File: config.mk
export PLATFORM = sky130hd
export DESIGN_NAME = seg_dynamic_multi
export DESIGN_NICKNAME = d
export VERILOG_FILES = /design/src/rtl/seg_dynamic_multi.sv
export SDC_FILE = /design/constraint.sdc
export NUM_CORES = 1
export LEC_CHECK = 0
export BUFFER_PORTS_ARGS = -buffer_cell sky130_fd_sc_hd__buf_2
export CORE_MARGIN = 5
export CORE_UTILIZATION = 30
export CTS_CLUSTER_SIZE = 8
export DETAILED_ROUTE_END_ITERATION = 6
export HOLD_SLACK_MARGIN = 0.08
export SLEW_MARGIN = 20
export SYNTH_ARGS = -nofsm -noshare
export SYNTH_HDL_FRONTEND = slang
export SYNTH_SLANG_ARGS = --single-unit
export TNS_END_PERCENT = 20
File: constraint.sdc
create_clock -name sys_clk -period 4.5 [get_ports sys_clk]
set_input_delay 0.675 -clock sys_clk [delete_from_list [all_inputs] [get_ports sys_clk]]
set_output_delay 0.675 -clock sys_clk [all_outputs]
set_load 0.01 [all_outputs]
File: src/rtl/seg_dynamic_multi.sv
// -----------------------------------------------------------------------------
// seg_dynamic_multi
//
// Multi-digit 7-segment scan driver. Pre-encoded 4-bit digit codes are
// time-multiplexed onto a shared active-low segment bus, one digit per slot,
// with a one-hot active-high digit select. New digit data is staged in a
// pending register and copied to the live register only at a frame boundary,
// so a frame never shows a mix of old and new digits.
//
// Ports
//   sys_clk   system clock
//   sys_rst   asynchronous, active-high reset
//   data_in   digit codes, [3:0] = digit 0 (rightmost)
//   point     decimal point per digit (1 = lit)
//   blink     blink enable per digit
//   load      strobe: stage data_in/point for the next frame boundary
//   hex_mode  1 = codes A..F shown as hex letters
//   lz_blank  1 = blank leading zeros
//   bright    brightness level (all-ones = full slot)
//   seg_en    0 = display dark (counters keep running)
//   upd_done  one-cycle pulse after staged data goes live
//   seg       active-low segments, bit7 = dp, [6:0] = gfedcba
//   sel       active-high one-hot digit select
// -----------------------------------------------------------------------------
module seg_dynamic_multi #(
  parameter int          DIGITS       = 6,
  parameter logic [15:0] CNT_SEG_MAX  = 16'd49_999,
  parameter int          BRIGHT_W     = 3,
  parameter logic [7:0]  BLINK_FRAMES = 8'd80
) (
  input  logic                  sys_clk,
  input  logic                  sys_rst,
  input  logic [4*DIGITS-1:0]   data_in,
  input  logic [DIGITS-1:0]     point,
  input  logic [DIGITS-1:0]     blink,
  input  logic                  load,
  input  logic                  hex_mode,
  input  logic                  lz_blank,
  input  logic [BRIGHT_W-1:0]   bright,
  input  logic                  seg_en,
  output logic                  upd_done,
  output logic [7:0]            seg,
  output logic [DIGITS-1:0]     sel
);

  localparam int               IDX_W    = (DIGITS > 1) ? $clog2(DIGITS) : 1;
  localparam logic [IDX_W-1:0] IDX_LAST = IDX_W'(DIGITS - 1);
  // Width of one brightness step in clocks.
  localparam logic [31:0]      STEP     = (32'(CNT_SEG_MAX) + 32'd1) >> BRIGHT_W;

  logic [15:0]          cnt_seg;
  logic [IDX_W-1:0]     idx;
  logic                 slot_end;
  logic                 frame_end;
  logic                 apply;

  logic [7:0]           frame_cnt;
  logic                 blink_phase;

  logic [4*DIGITS-1:0]  pend_data;
  logic [DIGITS-1:0]    pend_point;
  logic                 pend_valid;
  logic [4*DIGITS-1:0]  live_data;
  logic [DIGITS-1:0]    live_point;

  logic [DIGITS-1:0]    lz_vec;
  logic                 lz_above;
  logic [3:0]           cur_code;
  logic [7:0]           cur_glyph;
  logic                 cur_blank;
  logic                 lit;
  logic [31:0]          bright_thresh;
  logic [DIGITS-1:0]    sel_d;
  logic [7:0]           seg_d;

  // Glyph for a code; all-ones means the code has no glyph (blank).
  function automatic logic [7:0] decode(input logic [3:0] code, input logic hex);
    logic [7:0] s;
    case (code)
      4'h0:    s = 8'hC0;
      4'h1:    s = 8'hF9;
      4'h2:    s = 8'hA4;
      4'h3:    s = 8'hB0;
      4'h4:    s = 8'h99;
      4'h5:    s = 8'h92;
      4'h6:    s = 8'h82;
      4'h7:    s = 8'hF8;
      4'h8:    s = 8'h80;
      4'h9:    s = 8'h90;
      4'hA:    s = hex ? 8'h88 : 8'hFF;
      4'hB:    s = hex ? 8'h83 : 8'hFF;
      4'hC:    s = hex ? 8'hC6 : 8'hFF;
      4'hD:    s = hex ? 8'hA1 : 8'hFF;
      4'hE:    s = hex ? 8'h86 : 8'hBF;
      default: s = hex ? 8'h8E : 8'hFF;
    endcase
    return s;
  endfunction

  assign slot_end  = (cnt_seg == CNT_SEG_MAX);
  assign frame_end = slot_end && (idx == IDX_LAST);
  // A load in the frame-end cycle bypasses the pending register.
  assign apply     = frame_end && (pend_valid || load);

  // Slot counter and digit index.
  // NOTE: sequential state uses non-blocking assignments so every register
  // samples the pre-edge values of the others, independent of block order.
  always_ff @(posedge sys_clk or posedge sys_rst) begin
    if (sys_rst) begin
      cnt_seg <= '0;
      idx     <= '0;
    end else if (slot_end) begin
      cnt_seg <= '0;
      idx     <= (idx == IDX_LAST) ? '0 : idx + IDX_W'(1);
    end else begin
      cnt_seg <= cnt_seg + 16'd1;
    end
  end

  // Blink timebase: phase toggles every BLINK_FRAMES frames.
  always_ff @(posedge sys_clk or posedge sys_rst) begin
    if (sys_rst) begin
      frame_cnt   <= '0;
      blink_phase <= 1'b0;
    end else if (frame_end) begin
      if (frame_cnt == BLINK_FRAMES - 8'd1) begin
        frame_cnt   <= '0;
        blink_phase <= ~blink_phase;
      end else begin
        frame_cnt   <= frame_cnt + 8'd1;
      end
    end
  end

  // Pending/live handshake.
  // NOTE: the data registers are reset too: live must come up blank and any
  // staged data must be discarded, so they are state, not a scratch memory.
  always_ff @(posedge sys_clk or posedge sys_rst) begin
    if (sys_rst) begin
      pend_data  <= '0;
      pend_point <= '0;
      pend_valid <= 1'b0;
      live_data  <= '1;
      live_point <= '0;
      upd_done   <= 1'b0;
    end else begin
      upd_done <= apply;
      if (apply) begin
        live_data  <= load ? data_in : pend_data;
        live_point <= load ? point   : pend_point;
        pend_valid <= 1'b0;
      end else if (load) begin
        pend_data  <= data_in;
        pend_point <= point;
        pend_valid <= 1'b1;
      end
    end
  end

  // Leading-zero blanking, walked from the most significant digit down.
  // A higher digit counts as blank if it is 4'hF in decimal mode or was
  // itself lz-blanked; digit 0 is never blanked.
  // NOTE: every variable written here gets a default first, so no path
  // leaves it unassigned and no latch is inferred.
  always_comb begin
    lz_vec   = '0;
    lz_above = 1'b1;
    for (int i = DIGITS - 1; i > 0; i--) begin
      lz_vec[i] = lz_blank && lz_above && !live_point[i] &&
                  (live_data[4*i +: 4] == 4'h0);
      lz_above  = lz_above &&
                  (lz_vec[i] || (!hex_mode && live_data[4*i +: 4] == 4'hF));
    end
  end

  assign bright_thresh = STEP * (32'(bright) + 32'd1);

  // Next-cycle outputs for the current slot.
  always_comb begin
    cur_code  = live_data[4*int'(idx) +: 4];
    cur_glyph = decode(cur_code, hex_mode);
    cur_blank = (cur_glyph == 8'hFF) || lz_vec[idx] || (blink[idx] && blink_phase);
    lit       = seg_en && ((&bright) || (32'(cnt_seg) < bright_thresh));
    sel_d     = '0;
    seg_d     = 8'hFF;
    if (lit) begin
      sel_d[idx] = 1'b1;
      if (!cur_blank) begin
        seg_d = {~live_point[idx], cur_glyph[6:0]};
      end
    end
  end

  always_ff @(posedge sys_clk or posedge sys_rst) begin
    if (sys_rst) begin
      sel <= '0;
      seg <= 8'hFF;
    end else begin
      sel <= sel_d;
      seg <= seg_d;
    end
  end

endmodule

==> Yosys cells after proc, flatten, opt, wreduce, memory -nomap -nowiden <==
Index checks and enable logic that the tools add are counted.
{ "totals": {"reg_bits": 104, "in_bits": 45, "output_inout_bits": 15, "word_cells": 119} }
{ "op_classes": {"add_sub_neg": 4, "mul": 1, "order_cmp": 3, "eq_ne": 22, "n_shift": 1, "n_mux": 25, "n_bitwise": 2, "reduce_logical": 49} }
{ "ops": {"columns": ["operator", "count"], "rows": [
  ["$pmux 7 s15", 1],
  ["$eq 4x4->1 const B", 11],
  ["$mux 7", 4],
  ["$logic_and 1x1->1", 26],
  ["$logic_not 4->1", 6],
  ["$mux 24", 1],
  ["$mux 6", 4],
  ["$mux 8", 3],
  ["$shiftx 24x6->4", 1],
  ["$lt 16x17->1", 1],
  ["$add 16x1->16 const B", 1],
  ["$eq 16x16->1 const B", 1],
  ["$eq 4x3->1 const B", 4],
  ["$mul 12x4->16 const A", 1],
  ["$mux 16", 1],
  ["$bmux 1 s3", 3],
  ["$add 8x1->8 const B", 1],
  ["$eq 4x2->1 const B", 2],
  ["$eq 8x7->1 const B", 1],
  ["$eq 8x8->1 const B", 1],
  ["$logic_or 1x1->1", 8],
  ["$logic_not 1->1", 6],
  ["$mux 1", 6],
  ["$add 3x1->4 const B", 1],
  ["11 further kinds", 12]
]} }

==> Depth between registers and ports, before layout <==
{ "depth": {"word_depth": 28, "depth_mapped": 20, "mapped_depth_nobuf": 19} }

==> Worst setup path after synthesis <==
No wires, ideal clock.
{ "synth_timing": {"path_type": "input-to-reg", "from": "in bright[0]", "to": "reg seg[5]", "t_arrival_ns": 4.794, "required_ns": 4.441, "path_slack_ns": -0.352, "path_stages": 19, "n_path_buf": 1, "path_cell_list": "clkbuf_1 inv_1 ha_1 ha_1 ha_1 ha_1 a31oi_1 o21ai_0 a21o_1 o21ai_0 nand2_1 a31o_2 ha_1 o22ai_1 a211oi_1 nand3_1 o41ai_2 a311oi_2 a21bo_1"} }
{ "synth_via": {"elab_chain_cells": 6, "word_cells_on_any_way": 7} }
{ "synth_lines": {"columns": ["element", "line", "text"], "rows": [
  ["start: declaration", "39", "input logic [BRIGHT_W-1:0] bright,"],
  ["$add 3x1->4", "176", "assign bright_thresh = STEP * (32'(bright) + 32'd1);"],
  ["$mul 12x4->16", "176", null],
  ["$lt 16x17->1", "183", "lit = seg_en && ((&bright) || (32'(cnt_seg) < bright_thresh));"],
  ["$logic_or 1x1->1 (*)", "183", null],
  ["$logic_and 1x1->1 (*)", "183", null],
  ["$mux 8 (*)", "186", "if (lit) begin"],
  ["net seg_d[5]", "74", "logic [7:0] seg_d;"],
  ["end signal: assignment", "200", "seg <= seg_d;"],
  ["end: declaration", "42", "output logic [7:0] seg,"]
]} }
Mark *: on every way through the listed nets, which the timed path passes. The rest lies on a longest branch.
A chain may end at the register's enable or synchronous reset.

==> Final worst setup path <==
Same ends and word-level chain as after synthesis.

==> metrics list <==
- The flow ran to the end, and the final reports show no timing, DRC or antenna violations.
* Main combinational cell family by area after synthesis: simple AND/OR/NAND/NOR gates
- After detailed routing, the number of vias per cell comes to ~4.8.
- TritonCTS built the clock tree.
- Final period demand of the worst path: about 4200 ps
* Average cell area after synthesis: roughly 10 um^2
- Estimated wirelength of the detail-placed design: between 9000 and 10000 um
* Leakage dissipation: roughly 3.1 nW
- Share of post-route cells with drive strength above 1: between 20% and 30%
- The tree is rooted in a sky130_fd_sc_hd__clkbuf_16.
* Ant diodes: 0
- Count of port buffers added during placement: 59
- Core area: ~19000 um^2
- Syn nets: between 600 and 700
- Main synth FF type: sky130_fd_sc_hd__dfrtp_1
- The biggest area contributor in the post-synthesis netlist is sky130_fd_sc_hd__dfrtp_1.
* Die H: 150.8 um
- Max-slew violation count: 0
- Once routing completed, OpenROAD measured the worst setup slack at between 300 and 400 ps.
- DP Worst Slack: -77.37 ps
- In this run the critical register-to-register path is captured at pend_data[16].
- In this run the register-to-register setup slack is between 1000 and 1500 ps.
- At the worst endpoint, the required time is about 4800 ps.
* Data arrival time of the critical path: ~4500 ps
- At the end of the flow the core is filled with cells to a little over a third.
- Worst min path class: register to register
* Share of synthesized area spent on multiplexers: approximately 14%
- In the synthesized netlist, the number of instances is 567.
* Setup Total Neg Slack: 0 ps
- The via count of the first global-routing pass was 4305.
- Clock transition at the registers of the reported paths: roughly 70 ps
- In the post-synthesis netlist, the cell with the most instances is sky130_fd_sc_hd__dfrtp_1.
* CTS hold repair buffers: 0
* Maximum clock frequency: ~240 MHz
- After Yosys synthesis, XOR and XNOR cells account for 4.501% of the synthesized area.
- The finished cells cover ~6900 um^2.
- Instance area at placement: between 6000 and 7000 um^2
* Crit path buf inv count: 2
- The synthesized netlist devotes a little over a tenth of its cell area to compound gates.
* Worst setup path class: primary input to register
* Transition time of the tightest slew-check pin: between 900 and 1000 ps
- Initial Utilization: between 30% and 40%
- RSZ-0062 raised after global routing: false
- Of all flip-flops after synthesis, the portion carrying an async set or reset was 100.0%.
- Of the total synthesized cell area, the portion taken by full adders, half adders and majority gates is ~7.5%.
- Global routing finished with a remaining overflow of 0.
- Entering global routing, the biggest net connects a little under 80 pins.
- Endpoint with the worst hold slack: cnt_seg[0]
- 60 I/O pins were placed.
- For this run, the detailed router's first-pass iteration total came to 6.
- Counting instances, the worst hold path has a depth of 1.
- By instance count, the cell type seen most on the critical path is sky130_fd_sc_hd__ha_1.
- Startpoint of the worst hold path: cnt_seg[0]
- At the end of routability-driven placement, the weighted congestion stood at 0.7871.
- FF+latch count, synth: roughly 100
- Of all nets on the critical path, the largest fanout is 7.
- Summed over its instances, the top area cell type makes up about 30% of the synthesized netlist area.
* Wirelength per Cell: around 15 um
* Slowest cell on crit path: sky130_fd_sc_hd__o41ai_4
- Top post-synthesis cells by count: 72 x sky130_fd_sc_hd__dfrtp_1, 64 x sky130_fd_sc_hd__nor2_1, 49 x sky130_fd_sc_hd__a21oi_1, 40 x sky130_fd_sc_hd__mux2i_1, 36 x sky130_fd_sc_hd__nand2_1
* Vias after detailed routing: around 4300
- Post-synthesis share of cell area spent on and, or, nand and nor gates: between 10% and 20%
* Delay of the slowest cell on the worst path: between 300 and 400 ps
* Critical path, cell by cell: buf_2 -> ha_1 -> ha_2 -> ha_1 -> ha_1 -> ha_1 -> a21o_1 -> a21o_1 -> a21oi_1 -> xnor2_1 -> ha_1 -> nand4_1 -> o21ai_0 -> nor3_2 -> o41ai_4 -> a311oi_2 -> buf_4 -> a21bo_1
- Starting DRT DRC Count: ~270
* Number of sinks handled by clock tree synthesis: between 100 and 150
- The H-tree was split into 3 levels.
- Setup violations remaining at the end of the flow were counted as 0.
- Total power per unit cell area: 300.4 nW/um^2
* Max capacitance violation total: 0
- Of the synthesized area, sequential elements account for between 40% and 50%.
- For this run, the total global-route usage over all layers was measured as 12.47%.
- In this run, synthesis inferred 0 flip-flops with an integrated enable.
- The clock reaches the later pin of the worst-skew pair after 350 ps.
* Die Span X: around 150 um
* Startpoint class of the critical path: primary input
* Launch point of the worst reg-to-reg path: cnt_seg[13]
- Number of placement rows: between 50 and 60
- Buffers inserted during clock tree synthesis total 9.
- For the final database, setup skew stands at 7.382 ps.
* Cell area after synthesis: a little under 6000 um^2
* P&R area growth vs syn: 16.62%
* Post-Place Cells: slightly below 900
- For the worst flop-to-flop path, the logic depth is 6.
- For this run, the post-layout net count is 708.
* Hold violation count in the final report: 0
- Wire length of the first global-routing pass: around 22000 um
- Excluding fillers, the count of instances in the completed layout stands at 898.
- The floorplan step defined a die boundary enclosing around 23000 um^2.
- In the routed design, unresolved DRC markers number 0.
- Top cells by area, synth: sky130_fd_sc_hd__dfrtp_1 30%, sky130_fd_sc_hd__dfstp_2 14%, sky130_fd_sc_hd__ha_1 7.4%, sky130_fd_sc_hd__mux2i_1 6.7%, sky130_fd_sc_hd__mux2_1 6.4%
- Summed over all layers, the routed wires come to roughly 13000 um.
- Kind of capture point of the worst setup path: register
* Yosys synthesis warning count: 0
- After layout, the worst path uses ~92% of the clock period.
* Antenna Violating Nets Remaining: 0
- Measured against its own limit, the worst slew margin works out to between 30% and 40%.
- Number of antenna violations at the first check in global routing: 0
- Gates resized during post-CTS repair numbered 0.
- Across the VDD grid, the largest voltage drop is roughly 0.00027 V.
* Number of post-CTS setup repair buffers: 0
* Number of buffers on the longest clock path: 2
* Cell class contributing the biggest share of worst-path delay: adder cells
* Count of unique library cells instantiated by Yosys: around 70
==> worst register-to-register path, delay by kind of cell, from the launching register on <==
family | cells | cell delay [ps]
AO/OA/AOI/OAI | 1 | 80
multiplexers | 1 | 400
flip-flops | 1 | 440
AND/OR/NAND/NOR | 4 | 1970
==> registers in the layout, summed over array words and instances (netlist names), 6 cells and up <==
register / flops
seg: 8
pend_point: 6
pend_data: 24
frame_cnt: 8
cnt_seg: 16
sel: 6
live_data: 24
live_point: 6
==> worst max-delay path by stage <==
stage	startpoint	slack [ps]	depth (start not counted)	endpoint
floorplan	bright[0]	10	19	seg[5]
global route	bright[0]	30	19	seg[5]
global placement	bright[0]	40	18	seg[5]
detailed placement	bright[0]	-80	18	seg[5]
finish	bright[0]	350	18	seg[5]
CTS	bright[0]	300	18	seg[5]
==> cell families (layout without fill, tap and decap cells) <==
family	Yosys count	after routing
adder cells (fa/ha/maj)	36	36
flip-flops	104	104
AND/OR/NAND/NOR	181	181
XOR/XNOR	29	29
AO/OA/AOI/OAI	100	100
multiplexers	77	77
buffers and inverters	40	106
==> layout make-up <==
class | count | area [um^2]
tap | 265 | 331.6
sequential | 104 | 2643
clock inverter | 7 | 93.84
multi-input combinational | 423 | 3166
inverter | 14 | 55.05
timing repair buffer | 76 | 422.9
fill | 1978 | 12530
clock buffer | 9 | 225.2
==> cell usage in the layout, fill, tap and decap left out, types with 3 or more instances in the layout <==
master,Yosys,layout
sky130_fd_sc_hd__o21ai_1,4,4
sky130_fd_sc_hd__inv_1,14,12
sky130_fd_sc_hd__a21oi_1,49,49
sky130_fd_sc_hd__nor2b_1,5,5
sky130_fd_sc_hd__dfrtp_1,72,72
sky130_fd_sc_hd__mux2i_1,40,40
sky130_fd_sc_hd__and3_1,7,7
sky130_fd_sc_hd__mux2_1,34,34
sky130_fd_sc_hd__buf_2,9,59
sky130_fd_sc_hd__o211ai_1,4,4
sky130_fd_sc_hd__ha_1,35,33
sky130_fd_sc_hd__nor4_1,3,3
sky130_fd_sc_hd__o21ai_0,11,11
sky130_fd_sc_hd__a21o_1,4,4
sky130_fd_sc_hd__or3_1,3,3
sky130_fd_sc_hd__nand4_1,10,10
sky130_fd_sc_hd__nand2b_1,3,3
sky130_fd_sc_hd__clkbuf_16,0,9
sky130_fd_sc_hd__nand3_1,12,12
sky130_fd_sc_hd__nand2_1,36,36
sky130_fd_sc_hd__dfstp_2,32,32
sky130_fd_sc_hd__nor2_1,64,64
sky130_fd_sc_hd__xnor2_1,21,21
sky130_fd_sc_hd__nor3_1,14,13
sky130_fd_sc_hd__or4_1,3,3
sky130_fd_sc_hd__xor2_1,7,7
sky130_fd_sc_hd__and4_1,3,3
sky130_fd_sc_hd__buf_4,0,17
sky130_fd_sc_hd__o22ai_1,3,3
==> routing by layer <==
metal / up-vias / track usage, % / routed length (um)
met3: 13 / 2.244 / 541
met2: 78 / 19.18 / 6044
met1: 2071 / 17.78 / 6630
met4: 0 / 4.125 / 212
met5: - / 0 / 0
li1: 2166 / - / -
==> power breakdown <==
group / internal [mW] / switching, mW / total [mW]
Clock: 0.488 / 0.355 / 0.843
Combinational: 0.121 / 0.138 / 0.260
Sequential: 0.968 / 0.0134 / 0.982
Total: 1.58 / 0.507 / 2.08
==> through the flow <==
stage	power (mW)	hold slack (ps)
global placement	1.254	449.7
CTS	2.116	457.6
global route	2.191	490.4
finish	2.084	455.8
floorplan	1.174	432.9
detailed placement	1.263	448.1
(Power assumes the default switching activity.)
